## src/rtl/msg_pkg.sv

```systemverilog
// Shared types and defaults for the UART command frame parser.
package msg_pkg;

    localparam logic [7:0] HDR_WR_DEF = 8'h5A;
    localparam logic [7:0] HDR_RD_DEF = 8'h5B;

    typedef enum logic [2:0] {
        StIdle,
        StAddr,
        StData,
        StCsum,
        StTail,
        StIssue,
        StError
    } state_e;

    typedef enum logic [1:0] {
        ErrNone,
        ErrTail,
        ErrTimeout,
        ErrCsum
    } err_cause_e;

endpackage

```

## src/rtl/msg_timeout_timer.sv

```systemverilog
// Frame timeout counter: counts TICK strobes while running and flags when the
// budget is used up. Holds at TIMEOUT_TICKS until cleared. TIMEOUT_TICKS >= 1.
module msg_timeout_timer #(
    parameter int unsigned TIMEOUT_TICKS = 200,
    parameter int unsigned CNT_W         = $clog2(TIMEOUT_TICKS + 1)
) (
    input  logic             clk,
    input  logic             rst,
    input  logic             clear,
    input  logic             run,
    input  logic             tick,
    output logic [CNT_W-1:0] count,
    output logic             hit
);

    assign hit = (count == CNT_W'(TIMEOUT_TICKS));

    // Count ticks while running, saturating at the limit
    always_ff @(posedge clk or posedge rst) begin
        if (rst) begin
            count <= '0;
        end else if (clear) begin
            count <= '0;
        end else if (run && tick && !hit) begin
            count <= count + 1'b1;
        end
    end

endmodule

```

## src/rtl/msg_frame_rx.sv

```systemverilog
// UART command frame parser: pops bytes from a FWFT RX FIFO, validates
// header/address/data/tail and raises one held OPB write or read request per
// frame. Define MSG_CHECKSUM_EN to insert an XOR checksum byte before the tail.
module msg_frame_rx
    import msg_pkg::*;
#(
    parameter int unsigned ADDR_BYTES    = 4,
    parameter int unsigned DATA_BYTES    = 4,
    parameter logic [7:0]  HDR_WR        = HDR_WR_DEF,
    parameter logic [7:0]  HDR_RD        = HDR_RD_DEF,
    parameter int unsigned TIMEOUT_TICKS = 200
) (
    input  logic                    OPB_CLK,
    input  logic                    OPB_RST,
    input  logic                    TICK,
    output logic                    RX_FIFO_RD,
    input  logic [7:0]              RX_FIFO_DATA,
    input  logic                    RX_FIFO_EMPTY,
    output logic [8*ADDR_BYTES-1:0] OPB_ADDR,
    output logic [8*DATA_BYTES-1:0] OPB_DO,
    output logic                    OPB_WE,
    output logic                    OPB_RE,
    input  logic                    OPB_XFER_ACK,
    output logic                    ERR_TAIL,
    output logic                    ERR_TIMEOUT,
    output logic                    ERR_CSUM,
    output logic [15:0]             ERR_CNT,
    output logic [15:0]             FRAME_CNT
);

    localparam int unsigned TMR_W = $clog2(TIMEOUT_TICKS + 1);

    state_e                  state_q, state_d;
    err_cause_e              cause_q, cause_d;
    logic [1:0]              byte_cnt_q;
    logic                    hdr_wr_q;
    logic [8*ADDR_BYTES-1:0] addr_q;
    logic [8*DATA_BYTES-1:0] data_q;
    logic [15:0]             err_cnt_q, frame_cnt_q;
    logic                    in_frame, timeout_hit, accept;
    logic                    addr_last, data_last, is_hdr;
    logic [7:0]              tail_exp;
    logic [TMR_W-1:0]        unused_timer_count;
`ifdef MSG_CHECKSUM_EN
    logic [7:0]              csum_q;
`endif

    assign in_frame  = state_q inside {StAddr, StData, StCsum, StTail, StIssue};
    assign accept    = RX_FIFO_RD;
    assign addr_last = (byte_cnt_q == 2'(ADDR_BYTES - 1));
    assign data_last = (byte_cnt_q == 2'(DATA_BYTES - 1));
    assign is_hdr    = (RX_FIFO_DATA == HDR_WR) || (RX_FIFO_DATA == HDR_RD);
    assign tail_exp  = hdr_wr_q ? ~HDR_WR : ~HDR_RD;

    // Cleared outside a frame so a header can be taken on the first IDLE cycle
    msg_timeout_timer #(
        .TIMEOUT_TICKS (TIMEOUT_TICKS),
        .CNT_W         (TMR_W)
    ) u_timer (
        .clk   (OPB_CLK),
        .rst   (OPB_RST),
        .clear (!in_frame),
        .run   (in_frame),
        .tick  (TICK),
        .count (unused_timer_count),
        .hit   (timeout_hit)
    );

    // State and error-cause registers
    always_ff @(posedge OPB_CLK or posedge OPB_RST) begin
        if (OPB_RST) begin
            state_q <= StIdle;
            cause_q <= ErrNone;
        end else begin
            state_q <= state_d;
            cause_q <= cause_d;
        end
    end

    // Next-state decode; a timeout overrides any byte or ACK in the same cycle
    always_comb begin
        state_d = state_q;
        cause_d = cause_q;
        if (in_frame && timeout_hit) begin
            state_d = StError;
            cause_d = ErrTimeout;
        end else begin
            case (state_q)
                StIdle:  if (accept && is_hdr) state_d = StAddr;
                StAddr:  if (accept && addr_last) state_d = StData;
`ifdef MSG_CHECKSUM_EN
                StData:  if (accept && data_last) state_d = StCsum;
                StCsum: begin
                    if (accept) begin
                        if (RX_FIFO_DATA == csum_q) begin
                            state_d = StTail;
                        end else begin
                            state_d = StError;
                            cause_d = ErrCsum;
                        end
                    end
                end
`else
                StData:  if (accept && data_last) state_d = StTail;
`endif
                StTail: begin
                    if (accept) begin
                        if (RX_FIFO_DATA == tail_exp) begin
                            state_d = StIssue;
                        end else begin
                            state_d = StError;
                            cause_d = ErrTail;
                        end
                    end
                end
                StIssue: if (OPB_XFER_ACK) state_d = StIdle;
                default: state_d = StIdle;
            endcase
        end
    end

    // Frame datapath: byte counter, header kind, big-endian address/data shift
    always_ff @(posedge OPB_CLK or posedge OPB_RST) begin
        if (OPB_RST) begin
            byte_cnt_q <= '0;
            hdr_wr_q   <= 1'b0;
            addr_q     <= '0;
            data_q     <= '0;
        end else begin
            if (state_q == StIdle) begin
                byte_cnt_q <= '0;
            end else if (accept) begin
                byte_cnt_q <= (state_d != state_q) ? 2'd0 : byte_cnt_q + 2'd1;
            end
            if (accept && state_q == StIdle && is_hdr) begin
                hdr_wr_q <= (RX_FIFO_DATA == HDR_WR);
            end
            if (accept && state_q == StAddr) begin
                addr_q <= (addr_q << 8) | (8 * ADDR_BYTES)'(RX_FIFO_DATA);
            end
            if (accept && state_q == StData) begin
                data_q <= (data_q << 8) | (8 * DATA_BYTES)'(RX_FIFO_DATA);
            end
        end
    end

`ifdef MSG_CHECKSUM_EN
    // Running XOR over header, address and data bytes
    always_ff @(posedge OPB_CLK or posedge OPB_RST) begin
        if (OPB_RST) begin
            csum_q <= '0;
        end else if (accept && state_q == StIdle && is_hdr) begin
            csum_q <= RX_FIFO_DATA;
        end else if (accept && (state_q == StAddr || state_q == StData)) begin
            csum_q <= csum_q ^ RX_FIFO_DATA;
        end
    end
`endif

    // Completed-request (wrapping) and error (saturating) counters
    always_ff @(posedge OPB_CLK or posedge OPB_RST) begin
        if (OPB_RST) begin
            frame_cnt_q <= '0;
            err_cnt_q   <= '0;
        end else begin
            if (state_q == StIssue && state_d == StIdle) begin
                frame_cnt_q <= frame_cnt_q + 16'd1;
            end
            if (state_q == StError && err_cnt_q != 16'hFFFF) begin
                err_cnt_q <= err_cnt_q + 16'd1;
            end
        end
    end

    // Outputs decoded from the current state
    always_comb begin
        RX_FIFO_RD  = !OPB_RST && !RX_FIFO_EMPTY && !timeout_hit &&
                      (state_q inside {StIdle, StAddr, StData, StCsum, StTail});
        OPB_WE      = (state_q == StIssue) && hdr_wr_q;
        OPB_RE      = (state_q == StIssue) && !hdr_wr_q;
        ERR_TAIL    = (state_q == StError) && (cause_q == ErrTail);
        ERR_TIMEOUT = (state_q == StError) && (cause_q == ErrTimeout);
`ifdef MSG_CHECKSUM_EN
        ERR_CSUM    = (state_q == StError) && (cause_q == ErrCsum);
`else
        ERR_CSUM    = 1'b0;
`endif
    end

    assign OPB_ADDR  = addr_q;
    assign OPB_DO    = data_q;
    assign ERR_CNT   = err_cnt_q;
    assign FRAME_CNT = frame_cnt_q;

endmodule
```

## config.mk

```make
export PLATFORM = sky130hd
export DESIGN_NAME = msg_frame_rx
export DESIGN_NICKNAME = d
export VERILOG_FILES = /design/src/rtl/msg_pkg.sv /design/src/rtl/msg_timeout_timer.sv /design/src/rtl/msg_frame_rx.sv
export SDC_FILE = /design/constraint.sdc
export NUM_CORES = 1
export LEC_CHECK = 0
export CAP_MARGIN = 0
export CORE_MARGIN = 2
export CORE_UTILIZATION = 50
export CTS_CLUSTER_DIAMETER = 50
export DETAILED_ROUTE_END_ITERATION = 16
export GPL_TIMING_DRIVEN = 0
export PLACE_DENSITY = 0.8
export SLEW_MARGIN = 30
export SYNTH_ARGS = -nofsm -noshare
export SYNTH_HDL_FRONTEND = slang
export SYNTH_HIERARCHICAL = 1
export SYNTH_SLANG_ARGS = --single-unit
export TNS_END_PERCENT = 5
```

## constraint.sdc

```tcl
create_clock -name OPB_CLK -period 5.49 [get_ports OPB_CLK]
set_clock_uncertainty 0.05 [all_clocks]
set_input_delay 1.098 -clock OPB_CLK [delete_from_list [all_inputs] [get_ports OPB_CLK]]
set_output_delay 1.098 -clock OPB_CLK [all_outputs]
set_load 0.05 [all_outputs]
```

# Word level (Yosys, flattened, before mapping)
# Index checks and enable logic that the tools add are counted.
[totals] regBits=112 in_bits=13 output_inout_bits=102 wordCells=81
[classes] n_addsub=4 n_eq_ne=17 n_mux=18 bitwise=2 n_reduce_logical=31
[op_table] op="$or 32x8->32" count=2
[op_table] op="$add 16x1->16 const B" count=2
[op_table] op="$logic_and 1x1->1" count=18
[op_table] op="$mux 3" count=6
[op_table] op="$eq 8x7->1 const B" count=2
[op_table] op="$mux 2" count=8
[op_table] op="$mux 8" count=2
[op_table] op="$ne 16x16->1 const B" count=1
[op_table] op="$pmux 3 s5" count=1
[op_table] op="$reduce_bool 5->1" count=2
[op_table] op="$eq 3x3->1 const B" count=3
[op_table] op="$add 8x1->8 const B" count=1
[op_table] op="$eq 8x8->1" count=1
[op_table] op="$eq 8x8->1 const B" count=1
[op_table] op="$eq 3x2->1 const B" count=2
[op_table] op="$logic_not 3->1" count=2
[op_table] op="$reduce_bool 2->1" count=3
[op_table] op="$eq 2x2->1 const B" count=2
[op_table] op="$logic_not 1->1" count=4
[op_table] op="$eq 3x1->1 const B" count=1
[op_table] op="$ne 3x3->1" count=1
[op_table] op="$reduce_and 3->1" count=1
[op_table] op="$add 2x1->2 const B" count=1
[op_table] op="$eq 2x1->1 const B" count=1
[op_table] op="other kinds (4)" count=4

# Longest topological paths before layout
[depth] word_depth=12 depth_mapped=11

# Cells and area by module
# The synthesis kept the hierarchy.
[modules_own_cells] module="msg_frame_rx" n_inst=1 cells_per_inst=335 area_per_inst_um2=4434.3 seq_area_each_um2=2602.5
[modules_own_cells] module="msg_timeout_timer" n_inst=1 cells_per_inst=49 area_per_inst_um2=475.5 seq_area_each_um2=200.2

# Worst setup path after synthesis
# OpenSTA, ideal clock, no wires.
[synth_timing] kind="input to output" start="in RX_FIFO_EMPTY" end="out RX_FIFO_RD" t_arrival_ps=2272 required_ps=4342 path_slack_ps=2070 stages=2 path_buffers=0 cell_sequence="or3_4 -> a21oi_1"
[synth_via] elab_chain_cells=4
[synth_lines] item="from (decl)" line_no="msg_frame_rx.sv:18" source="input logic RX_FIFO_EMPTY,"
[synth_lines] item="$logic_not 1->1" line_no="msg_frame_rx.sv:177" source="RX_FIFO_RD = !OPB_RST && !RX_FIFO_EMPTY && !timeout_hit &&"
[synth_lines] item="$logic_and 1x1->1 (3 in a row)" line_no="msg_frame_rx.sv:177"
[synth_lines] item="to (decl)" line_no="msg_frame_rx.sv:16" source="output logic RX_FIFO_RD,"
# Every way passes these cells.

# Worst setup path after layout
[layout_timing] start="in OPB_RST" end="out RX_FIFO_RD"
[layout_via] elab_chain_cells=4
[layout_lines] item="from (decl)" line_no="msg_frame_rx.sv:14" source="input logic OPB_RST,"
[layout_lines] item="$logic_not 1->1 (no source line)"
[layout_lines] item="$logic_and 1x1->1 (3 in a row)" line_no="msg_frame_rx.sv:177"
# Every way passes these cells.

==> metrics.md <==
| Metric | Value |
|---|---|
| Status | finished clean |
| CTS Buf Count | 9 |
| DR pass1 iterations | 4 |
| Worst setup margin | 1.202 ns |
| Post-CTS Hold Fix Bufs | 0 |
| Drt drc | 0 |
| Io pins | 115 |
| Clock Sinks | about 110 |
| Tcrit/Tclk final | 0.7811 |
| Clock buffer depth | 2 |
| EDFF count, synth | 0 |
| VDD IR max | 0.4445 mV |
| Hold Crit Class | register to register |
| First-pass GRT wire length | 16.35 mm |
| Hold Path Depth | 1 |
| R2R Path End | OPB_ADDR[22] |
| Max_slew headroom | 0.5388 |
| WL final | 10.14 mm |
| Layout cells sized above 1 | 0.2144 |
| Cell variety after synth | 57 |
| Setup Buffers After CTS | 0 |
| Main flop type after synthesis | dfrtp_1 |
| Leak pwr | between 0.002 and 0.003 uW |
| Pwr/cell area | between 300 and 400 mW/mm2 |
| WL/cell | 15.70 um |
| GRT Residual Overflow | 0 |
| Area of the core | 0.009639 mm2 |
| Reg2Reg Depth | 9 |
| Most frequent cells in the layout | clkdlybuf4s50_1, dfrtp_1, mux2_2 |
| Critical path fanouts, max | 6 |
| Antenna viol nets, final | 0 |
| Uppermost routed layer | met4 |
| Synth Register Bits | 112 |
| Setup Crit Path Kind | primary input to primary output |
| Fin crit period | 4.288 ns |
| Pre-CTS setup slack | 1.206 ns |
| Area Growth Syn to Fin | 31.80% |
| Initial Util | 0.5093 |
| Worst Path Arrival | 3.14 ns |
| Vias | 3414 |
| Actual slew at the worst max-slew pin | 0.6855 ns |
| Share of the synthesized area in the top cell type | 0.5708 |
| Root Driver | clkbuf_8 |
| Sequential area share after synthesis | 0.5708 |
| Chip height | ~100 um |
| TritonCTS clock tree | yes |
| Fin. max-slew vios | 0 |
| Die width | 103.1 um |
| Fmax | 233.2 MHz |
| Avg Inst Size Synth | around 13 um2 |
| Syn_nets | 402 |
| GRT Total Usage | 0.1978 |
| Routed wl met3 | ~400 um |
| Final HPWL DP | 7.533 mm |
| Initial antenna violation count | 0 |
| Hold path start | FRAME_CNT[15] |
| Inserted Diodes | 0 |
| Syn Std Cell Area | 0.004910 mm2 |
| Worst reg2reg path startpoint | u_timer/count[0] |
| RSZ-0062 raised after global routing | false |
| WL met2 | 4.944 mm |
| Synth warn | 6 |
| I/O Buffers | 113 |
| Clock Pin Slew Worst Setup and Hold Paths | 0.10 ns |
| Max-Cap Viols | 0 |
| Layout Nets | 527 |
| Clk_lat worst skew | approximately 0.36 ns |
| Area contributors post-synth | dfrtp_1, mux2_2, xnor2_1 |
| Hold Violations, Final | 0 |
| Worst Hold End | FRAME_CNT[15] |
| H-tree levels | 3 |
| Largest net degree at the start of global routing | 68 |
| Iter 0 DRT Violations | 138 |
| Critical path endpoint category | primary output |
| Average vias per placed instance | roughly 5.3 |
| Floorplan row count | 36 |
| Placer Congestion | 0.8160 |
| Most common cell after layout, fill and taps aside | clkdlybuf4s50_1 |
| Vias in the first global route | between 3000 and 4000 |
| Die area | 0.01063 mm2 |
| Mapped Cells | 384 |
| Req. time, crit path | 4.34 ns |
| R2r setup slk | 2.45 ns |
| Critical path launch point type | primary input |
| Setup violations, final | 0 |
| Met1 Wirelength | between 4 and 5 mm |
| Ys async rst share | 1.000 |
| Post-cts repair resize count | 0 |
| Setup TNS Final | 0 ns |
| Yosys top cell by area | dfrtp_1 |
==> through the flow <==
step | utilization | hold WS, ns | std cells | cell area [um2] | total power, uW
floorplan | - | 0.4025 | 384 | 4910 | 1640
global placement | 0.6440 | 0.4130 | 630 | 6207 | 1941
detailed placement | 0.6473 | 0.4229 | 631 | 6240 | 1963
CTS | 0.6713 | 0.4376 | 646 | 6471 | 2528
global route | 0.6713 | 0.4446 | 646 | 6471 | 2606
finish | 0.6713 | 0.4352 | 646 | 6471 | 2509
==> metal layers <==
layer  up-vias  global-route usage
met3        19             0.02915
met4         0             0.08603
li1       1618                   -
met1      1683              0.2666
met5         -                   0
met2        94              0.3202
==> critical path: stages <==
cell and delay, ns:
clkdlybuf4s50_1 0.56, or3_4 0.47, a21oi_1 0.16, clkdlybuf4s50_1 0.85
==> flip-flops by register name, indices dropped and copies added (netlist names) <==
register,flops
OPB_DO,32
FRAME_CNT,16
state_q,3
hdr_wr_q,1
cause_q,2
u_timer/count,8
ERR_CNT,16
OPB_ADDR,32
byte_cnt_q,2
==> how the worst max path moves through the flow <==
stage | from | end | slack [ns] | depth (start not counted)
after floorplan | OPB_RST | ERR_CNT[0] | 1.61 | 1
after global placement | OPB_RST | OPB_ADDR[27] | 0.05 | 2
after CTS | OPB_RST | RX_FIFO_RD | 1.20 | 4
after detailed placement | OPB_RST | RX_FIFO_RD | 1.21 | 4
final | OPB_RST | RX_FIFO_RD | 1.20 | 4
after global routing | OPB_RST | RX_FIFO_RD | 1.14 | 4
==> report_power, final <==
group | switching, uW | internal (uW)
sequential | 89.4 | 947
clock | 263 | 302
combinational | 582 | 326
total | 935 | 1570
==> cells in the mapped netlist (all sizes together) (2+ instances only) <==
cell	count
a211oi	2
a21oi	12
a31o	2
and2	2
and3	6
and3b	2
and4	3
buf	12
dfrtp	112
ha	5
inv	7
mux2	67
nand2	26
nand2b	5
nand3	13
nand4	11
nor2	15
nor2b	3
nor3	5
nor3b	2
nor4	2
nor4bb	2
o21ai	5
o22ai	2
o31ai	3
or2	2
or3	6
or4	2
xnor2	25
xor2	6
==> layout make-up <==
cell class,instances,area [um2]
flip-flops and latches,112,2803
clock buffers,10,127.6
multi-input cells,251,2007
repair buffers,114,1159
well taps,133,166.4
plain buffers,14,73.82
clock inverters,5,103.9
inverters,7,31.28
fillers,712,3168
==> logic make-up (layout without fill, tap and decap cells) <==
family                     after synthesis  in the layout  synth area share
DFF                                    112            112            0.5708
and+or+nand+nor                        111            111            0.1310
muxes                                   68             68            0.1557
AOI/OAI and AO/OA                       35             35           0.05326
xor gates and xnor gates                31             31           0.05530
buffers and inverters                   21            150           0.02039
adders and majority gates                5              5           0.01274
other                                    1              1         0.0007638
(Power assumes the default switching activity.)
